`config.mk`:
```
export PLATFORM = sky130hd
export DESIGN_NAME = spi_reg_ctrl
export DESIGN_NICKNAME = d
export VERILOG_FILES = /design/src/rtl/spi_reg_pkg.sv /design/src/rtl/spi_reg_ctrl.sv
export SDC_FILE = /design/constraint.sdc
export NUM_CORES = 1
export LEC_CHECK = 0
export BUFFER_PORTS_ARGS = -buffer_cell sky130_fd_sc_hd__buf_2
export CORE_MARGIN = 5
export CORE_UTILIZATION = 52
export DETAILED_ROUTE_END_ITERATION = 12
export PLACE_DENSITY = 0.83
export SLEW_MARGIN = 20
export SYNTH_ARGS = -nofsm -noshare
export SYNTH_HDL_FRONTEND = slang
export SYNTH_SLANG_ARGS = --single-unit
```
`constraint.sdc`:
```
create_clock -name clk -period 2.4 [get_ports clk]
set_input_delay 0.12 -clock clk [delete_from_list [all_inputs] [get_ports clk]]
set_output_delay 0.12 -clock clk [all_outputs]
set_load 0.03 [all_outputs]
```
`src/rtl/spi_reg_pkg.sv`:
```
// spi_reg_pkg
// Shared definitions for the SPI register-bus command controller:
//   - spi_reg_state_t : controller state encoding
//   - CMD_WR_BIT      : command byte bit selecting write (1) or read (0)
//   - DEFAULT_SYNC_BYTE : byte returned while the command byte is shifted in
package spi_reg_pkg;

    typedef enum logic [3:0] {
        IDLE,
        SYNC,
        CMD,
        WR,
        RD_REQ,
        RD_CAP,
        RD_LOAD,
        RD_WAIT,
        DONE
    } spi_reg_state_t;

    localparam int         CMD_WR_BIT        = 7;
    localparam logic [7:0] DEFAULT_SYNC_BYTE = 8'h5A;

endpackage

```
`src/rtl/spi_reg_ctrl.sv`:
```
// spi_reg_ctrl
// Decodes bytes received by spi_slave into read/write transactions on the
// configuration/status register bus and returns read data to the slave's
// transmit path. Sole master of the register bus.
//
// Optional build macro: SPI_REG_CTRL_BURST_EN
//   defined     : burst access, address auto-increments until the frame ends
//   not defined : exactly one register accessed per frame
//
// Ports:
//   clk, rst           : system clock, synchronous active-high reset
//   frame_active       : slave selected (synchronized, active high)
//   rx_valid, rx_byte  : received byte strobe and data
//   tx_byte, tx_load   : next byte to shift out and its load strobe
//   reg_addr, reg_we, reg_wdata, reg_re, reg_rdata : register bus
//   busy               : controller not in IDLE
//   err                : sticky error (invalid command or read overrun)
module spi_reg_ctrl
    import spi_reg_pkg::*;
#(
    parameter int         ADDR_W    = 4,
    parameter logic [7:0] SYNC_BYTE = DEFAULT_SYNC_BYTE
) (
    input  logic              clk,
    input  logic              rst,
    input  logic              frame_active,
    input  logic              rx_valid,
    input  logic [7:0]        rx_byte,
    output logic [7:0]        tx_byte,
    output logic              tx_load,
    output logic [ADDR_W-1:0] reg_addr,
    output logic              reg_we,
    output logic [7:0]        reg_wdata,
    output logic              reg_re,
    input  logic [7:0]        reg_rdata,
    output logic              busy,
    output logic              err
);

    spi_reg_state_t    r_state, w_state_next;
    logic              r_fa_prev;
    logic [7:0]        r_tx_byte, w_tx_byte_next;
    logic              r_tx_load, w_tx_load_next;
    logic [ADDR_W-1:0] r_reg_addr, w_reg_addr_next;
    logic              r_reg_we, w_reg_we_next;
    logic [7:0]        r_reg_wdata, w_reg_wdata_next;
    logic              r_reg_re, w_reg_re_next;
    logic              r_busy, w_busy_next;
    logic              r_err, w_err_next;
    logic              w_cmd_bad;

    // Any set bit between the address field and the write flag rejects the command.
    assign w_cmd_bad = |(rx_byte[6:0] >> ADDR_W);

    always_comb begin
        w_state_next     = r_state;
        w_tx_byte_next   = r_tx_byte;
        w_tx_load_next   = 1'b0;
        w_reg_addr_next  = r_reg_addr;
        w_reg_we_next    = 1'b0;
        w_reg_wdata_next = r_reg_wdata;
        w_reg_re_next    = 1'b0;
        w_err_next       = r_err;

        if (!frame_active) begin
            // Frame end wins over everything except a write byte that
            // arrived in the very cycle the frame closed.
            w_state_next = IDLE;
            if (r_state == WR && rx_valid) begin
                w_reg_we_next    = 1'b1;
                w_reg_wdata_next = rx_byte;
            end
        end else begin
            case (r_state)
                IDLE: begin
                    if (!r_fa_prev) begin
                        w_state_next   = SYNC;
                        w_tx_load_next = 1'b1;
                        w_tx_byte_next = SYNC_BYTE;
                    end
                end
                SYNC: w_state_next = CMD;
                CMD: begin
                    if (rx_valid) begin
                        if (w_cmd_bad) begin
                            w_state_next = DONE;
                            w_err_next   = 1'b1;
                        end else begin
                            w_reg_addr_next = rx_byte[ADDR_W-1:0];
                            if (rx_byte[CMD_WR_BIT]) begin
                                w_state_next = WR;
                            end else begin
                                w_state_next  = RD_REQ;
                                w_reg_re_next = 1'b1;
                            end
                        end
                    end
                end
                WR: begin
`ifdef SPI_REG_CTRL_BURST_EN
                    // Advance once the strobe for the previous write is on the bus.
                    if (r_reg_we) begin
                        w_reg_addr_next = r_reg_addr + 1'b1;
                    end
`endif
                    if (rx_valid) begin
                        w_reg_we_next    = 1'b1;
                        w_reg_wdata_next = rx_byte;
`ifndef SPI_REG_CTRL_BURST_EN
                        w_state_next     = DONE;
`endif
                    end
                end
                RD_REQ: begin
                    w_state_next = RD_CAP;
                    if (rx_valid) w_err_next = 1'b1;
                end
                RD_CAP: begin
                    // reg_rdata is valid now, one cycle after reg_re.
                    w_state_next   = RD_LOAD;
                    w_tx_byte_next = reg_rdata;
                    w_tx_load_next = 1'b1;
                    if (rx_valid) w_err_next = 1'b1;
                end
                RD_LOAD: begin
                    w_state_next = RD_WAIT;
                    if (rx_valid) w_err_next = 1'b1;
                end
                RD_WAIT: begin
                    if (rx_valid) begin
`ifdef SPI_REG_CTRL_BURST_EN
                        w_state_next    = RD_REQ;
                        w_reg_addr_next = r_reg_addr + 1'b1;
                        w_reg_re_next   = 1'b1;
`else
                        w_state_next    = DONE;
`endif
                    end
                end
                DONE:    w_state_next = DONE;
                default: w_state_next = IDLE;
            endcase
        end

        w_busy_next = (w_state_next != IDLE);
    end

    always_ff @(posedge clk) begin
        // Tracked through reset so a frame already open at reset release
        // is not mistaken for a new one.
        r_fa_prev <= frame_active;
        if (rst) begin
            r_state     <= IDLE;
            r_tx_byte   <= '0;
            r_tx_load   <= 1'b0;
            r_reg_addr  <= '0;
            r_reg_we    <= 1'b0;
            r_reg_wdata <= '0;
            r_reg_re    <= 1'b0;
            r_busy      <= 1'b0;
            r_err       <= 1'b0;
        end else begin
            r_state     <= w_state_next;
            r_tx_byte   <= w_tx_byte_next;
            r_tx_load   <= w_tx_load_next;
            r_reg_addr  <= w_reg_addr_next;
            r_reg_we    <= w_reg_we_next;
            r_reg_wdata <= w_reg_wdata_next;
            r_reg_re    <= w_reg_re_next;
            r_busy      <= w_busy_next;
            r_err       <= w_err_next;
        end
    end

    assign tx_byte   = r_tx_byte;
    assign tx_load   = r_tx_load;
    assign reg_addr  = r_reg_addr;
    assign reg_we    = r_reg_we;
    assign reg_wdata = r_reg_wdata;
    assign reg_re    = r_reg_re;
    assign busy      = r_busy;
    assign err       = r_err;

endmodule

```
==> impl_summary.log <==
INFO  metric yosys.cell_types.count = 34
INFO  metric cp_data_arrival_time = around 1.9 ns
INFO  metric timing_hold_violations_final = 0
INFO  metric cts.path.max_buffers = 2
INFO  metric synth_area_leader_cell = dfxtp_1
INFO  metric core-area = between 2000 and 2500 µm²
INFO  metric wl_met2 = 1500 µm
INFO  metric fmaxAchievable = 600 MHz
INFO  metric holdCritPathClass = primary input to flip-flop
INFO  metric post_cts_gate_resize_count = 0
INFO  metric drv.max_cap_violation_count = 0
INFO  metric routabilityCongestion = 0.822
INFO  metric clock_sink_count = 30
INFO  metric finalSetupTns = 0 ns
INFO  metric mappedNetlistNets = 155
INFO  metric finalClockSkew = 0.00344 ns
INFO  metric num-nets-final = a little under 200
INFO  metric cts_max_level = 2
INFO  metric critical-path-top-delay-family = simple AND/OR/NAND/NOR gates
INFO  metric cp.depth = 3
INFO  metric postCtsSetupBuffers = 0
INFO  metric worst-endpoint-required = 2.66 ns
INFO  metric worst_setup_path_startpoint = r_state[1]
INFO  metric overall_die_area = roughly 3500 µm²
INFO  metric pwr_density_cell = 625 nW/µm²
INFO  metric post_route_cells_drive_above_1_share = 0.363
INFO  metric share_of_flip_flops_with_an_asynchronous_set_or_reset_after_synthesis = 0
INFO  metric drcViolationCount = 0
INFO  metric place_hpwl = roughly 2200 µm
INFO  metric die_w = between 50 and 60 µm
INFO  metric via_count_of_the_first_global_routing_pass = between 1000 and 1500
INFO  metric critical_path.cell_chain = nand2_1 -> or4_1 -> a211oi_2
INFO  metric mostFrequentLayoutCell = buf_2
INFO  metric detailroute.wirelength.met3 = 271 µm
INFO  metric timing.critical_path.to = r_state[0]
INFO  metric grt_pass1_wl = 4890 µm
INFO  metric cts.clk_slew.worst_paths = roughly 0.090 ns
INFO  metric cts_inserted_buffers = 5
INFO  metric overall_track_demand_over_capacity_in_global_routing = 0.185
INFO  metric r2r-end = r_state[0]
INFO  metric mostFrequentLayoutCells = buf_2 (44), dfxtp_1 (30), nand2_1 (15)
INFO  metric number_of_synthesized_register_bits = 30
INFO  metric worst_reg2reg_startpoint = r_state[1]
INFO  metric cts-root-buf = clkbuf_4
INFO  metric area.growth.synth_to_final = 23.3%
INFO  metric synthesis.area_per_instance = about 9.3 µm²
INFO  metric globalRouteOverflowTotal = 0
INFO  metric timing.final.crit_period = ~1.7 ns
INFO  metric antenna_found_initial = 0
INFO  metric grt_start_max_net_pins = 20
INFO  metric dr.max_layer_used = met4
INFO  metric worstHoldStart = reg_rdata[0]
INFO  metric timing.critical_path.from_type = flip-flop
INFO  metric drt.antenna.violating_nets = 0
INFO  metric worstSetupPathType = flip-flop to flip-flop
INFO  metric first_pass_iters = 4
INFO  metric route.final.wire_length = 2990 µm
INFO  metric n_antenna_cell = 0
INFO  metric synthFlopType = dfxtp_1
INFO  metric power_leakage = 0.664 nW
INFO  metric r2r_worst_path_depth = 3
INFO  metric timing.max_slew.rel_slack = 0.664
INFO  metric dp_cells = 198
INFO  metric worst-r2r-setup-slack = roughly 0.73 ns
INFO  metric final_cell_count_no_fill = 207
INFO  metric first_drt_iteration_drcs = 34
INFO  metric wl_per_cell = 14.4 µm
INFO  metric rsz0062_at_grt = no
INFO  metric actual_slew_at_the_worst_max_slew_pin = 0.500 ns
INFO  metric sequential_share_of_the_synthesized_area = 0.478
INFO  metric maxSlewViolCount = 0
INFO  metric synth.area.top_cells = dfxtp_1 (48%), nand2_1 (4.5%), a21oi_1 (4.4%)
INFO  metric status = finished clean
INFO  metric hold_buffers = 1
INFO  metric cp_num_buf_inv = 0
INFO  metric drt-vias-per-instance = 5.64
INFO  metric cp_slowest_stage_delay = between 0.6 and 0.7 ns
INFO  metric post_synth_instance_area = 1260 µm²
INFO  metric placementRows = 17
INFO  metric yosysTopAreaCellShare = 0.478
INFO  metric worstPathMaxFanout = 13
INFO  metric yosys_warnings = 0
INFO  metric synthesis.instances = 135
INFO  metric synth-edff-count = 0
INFO  metric dr_total_vias = 1167
INFO  metric cpMaxStageDelayCell = dfxtp_1
INFO  metric die-height = between 50 and 60 µm
INFO  metric period_share = 0.694
INFO  metric design.portCount = 45
INFO  metric cts_tree = done
INFO  metric clk_latency = 0.33 ns
INFO  metric ir_worst_vdd = approximately 0.00052 V
INFO  metric setup_viol_count_final = 0
INFO  metric crit_path_end_kind = flip-flop
INFO  metric numPortBuffers = 44
INFO  metric length_of_routed_wiring_on_met1 = 1190 µm
INFO  metric initial_utilization = 0.558
[Yosys cell counts, types with 2 or more instances]
cell type,count
a21oi_1,11
buf_2,2
buf_6,2
clkbuf_1,4
dfxtp_1,30
inv_1,5
mux2i_1,4
nand2_1,15
nand2b_1,3
nand3_1,11
nor2_1,4
nor3_1,4
nor4_1,2
o21ai_0,8
o221a_2,4
o2bb2ai_1,2
o32ai_1,4
or3_1,4
[registers in the layout, indices dropped and copies added, names as in the netlist, 4 cells and up]
| register | flops |
|---|---|
| reg_addr | 4 |
| tx_byte | 8 |
| reg_wdata | 8 |
| r_state | 4 |
[cell families after synthesis]
logic type      synth area share
mux                       0.0318
buf+inv                   0.0587
flops                      0.478
compound gates             0.197
simple gates               0.235
[power by group]
| group | leakage, nW | switching [mW] | internal, mW |
|---|---|---|---|
| Combinational | 0.376 | 0.0526 | 0.0365 |
| Sequential | 0.243 | 0.00784 | 0.507 |
| Clock | 0.0446 | 0.165 | 0.200 |
[layer usage]
metal  global-route usage  up-vias
met4               0.0712        0
met2                0.301       53
met1                0.218      544
met5                    0        -
li1                     -      565
met3               0.0719        5
[worst reg2reg max path, stage by stage (launching register included)]
cell	delay (ns)
dfxtp_1	0.61
nand2_1	0.26
or4_1	0.55
a211oi_2	0.18
[through the flow]
step / utilization / hold slack, ns / instance area, µm² / setup WS (ns) / total power [mW]
6_report: 0.688 / 0.0486 / 1550 / 0.734 / 0.969
3_5_place_dp: 0.648 / 0.252 / 1460 / 0.788 / 0.613
5_1_grt: 0.688 / 0.0272 / 1550 / 0.601 / 1.02
3_3_place_gp: 0.648 / 0.250 / 1460 / 0.862 / 0.610
4_1_cts: 0.688 / 0.0333 / 1550 / 0.742 / 0.977
2_1_floorplan: - / 0.148 / 1260 / 0.950 / 0.581
[worst min-delay path by stage]
stage	depth (start not counted)	endpoint
global route	3	reg_addr[2]
floorplan	0	r_fa_prev
finish	3	tx_byte[0]
CTS	3	reg_wdata[0]
global placement	1	r_fa_prev
detailed placement	1	r_fa_prev
[final cells by class]
cell class                      instances  area [µm²]
Multi-Input combinational cell         90         583
Clock buffer                            8        78.8
Tap cell                               28        35.0
Fill cell                             186         704
Timing Repair Buffer                   45         230
Inverter                                6        22.5
Sequential cell                        30         601
Note: power is estimated with default switching activity, not from simulation.
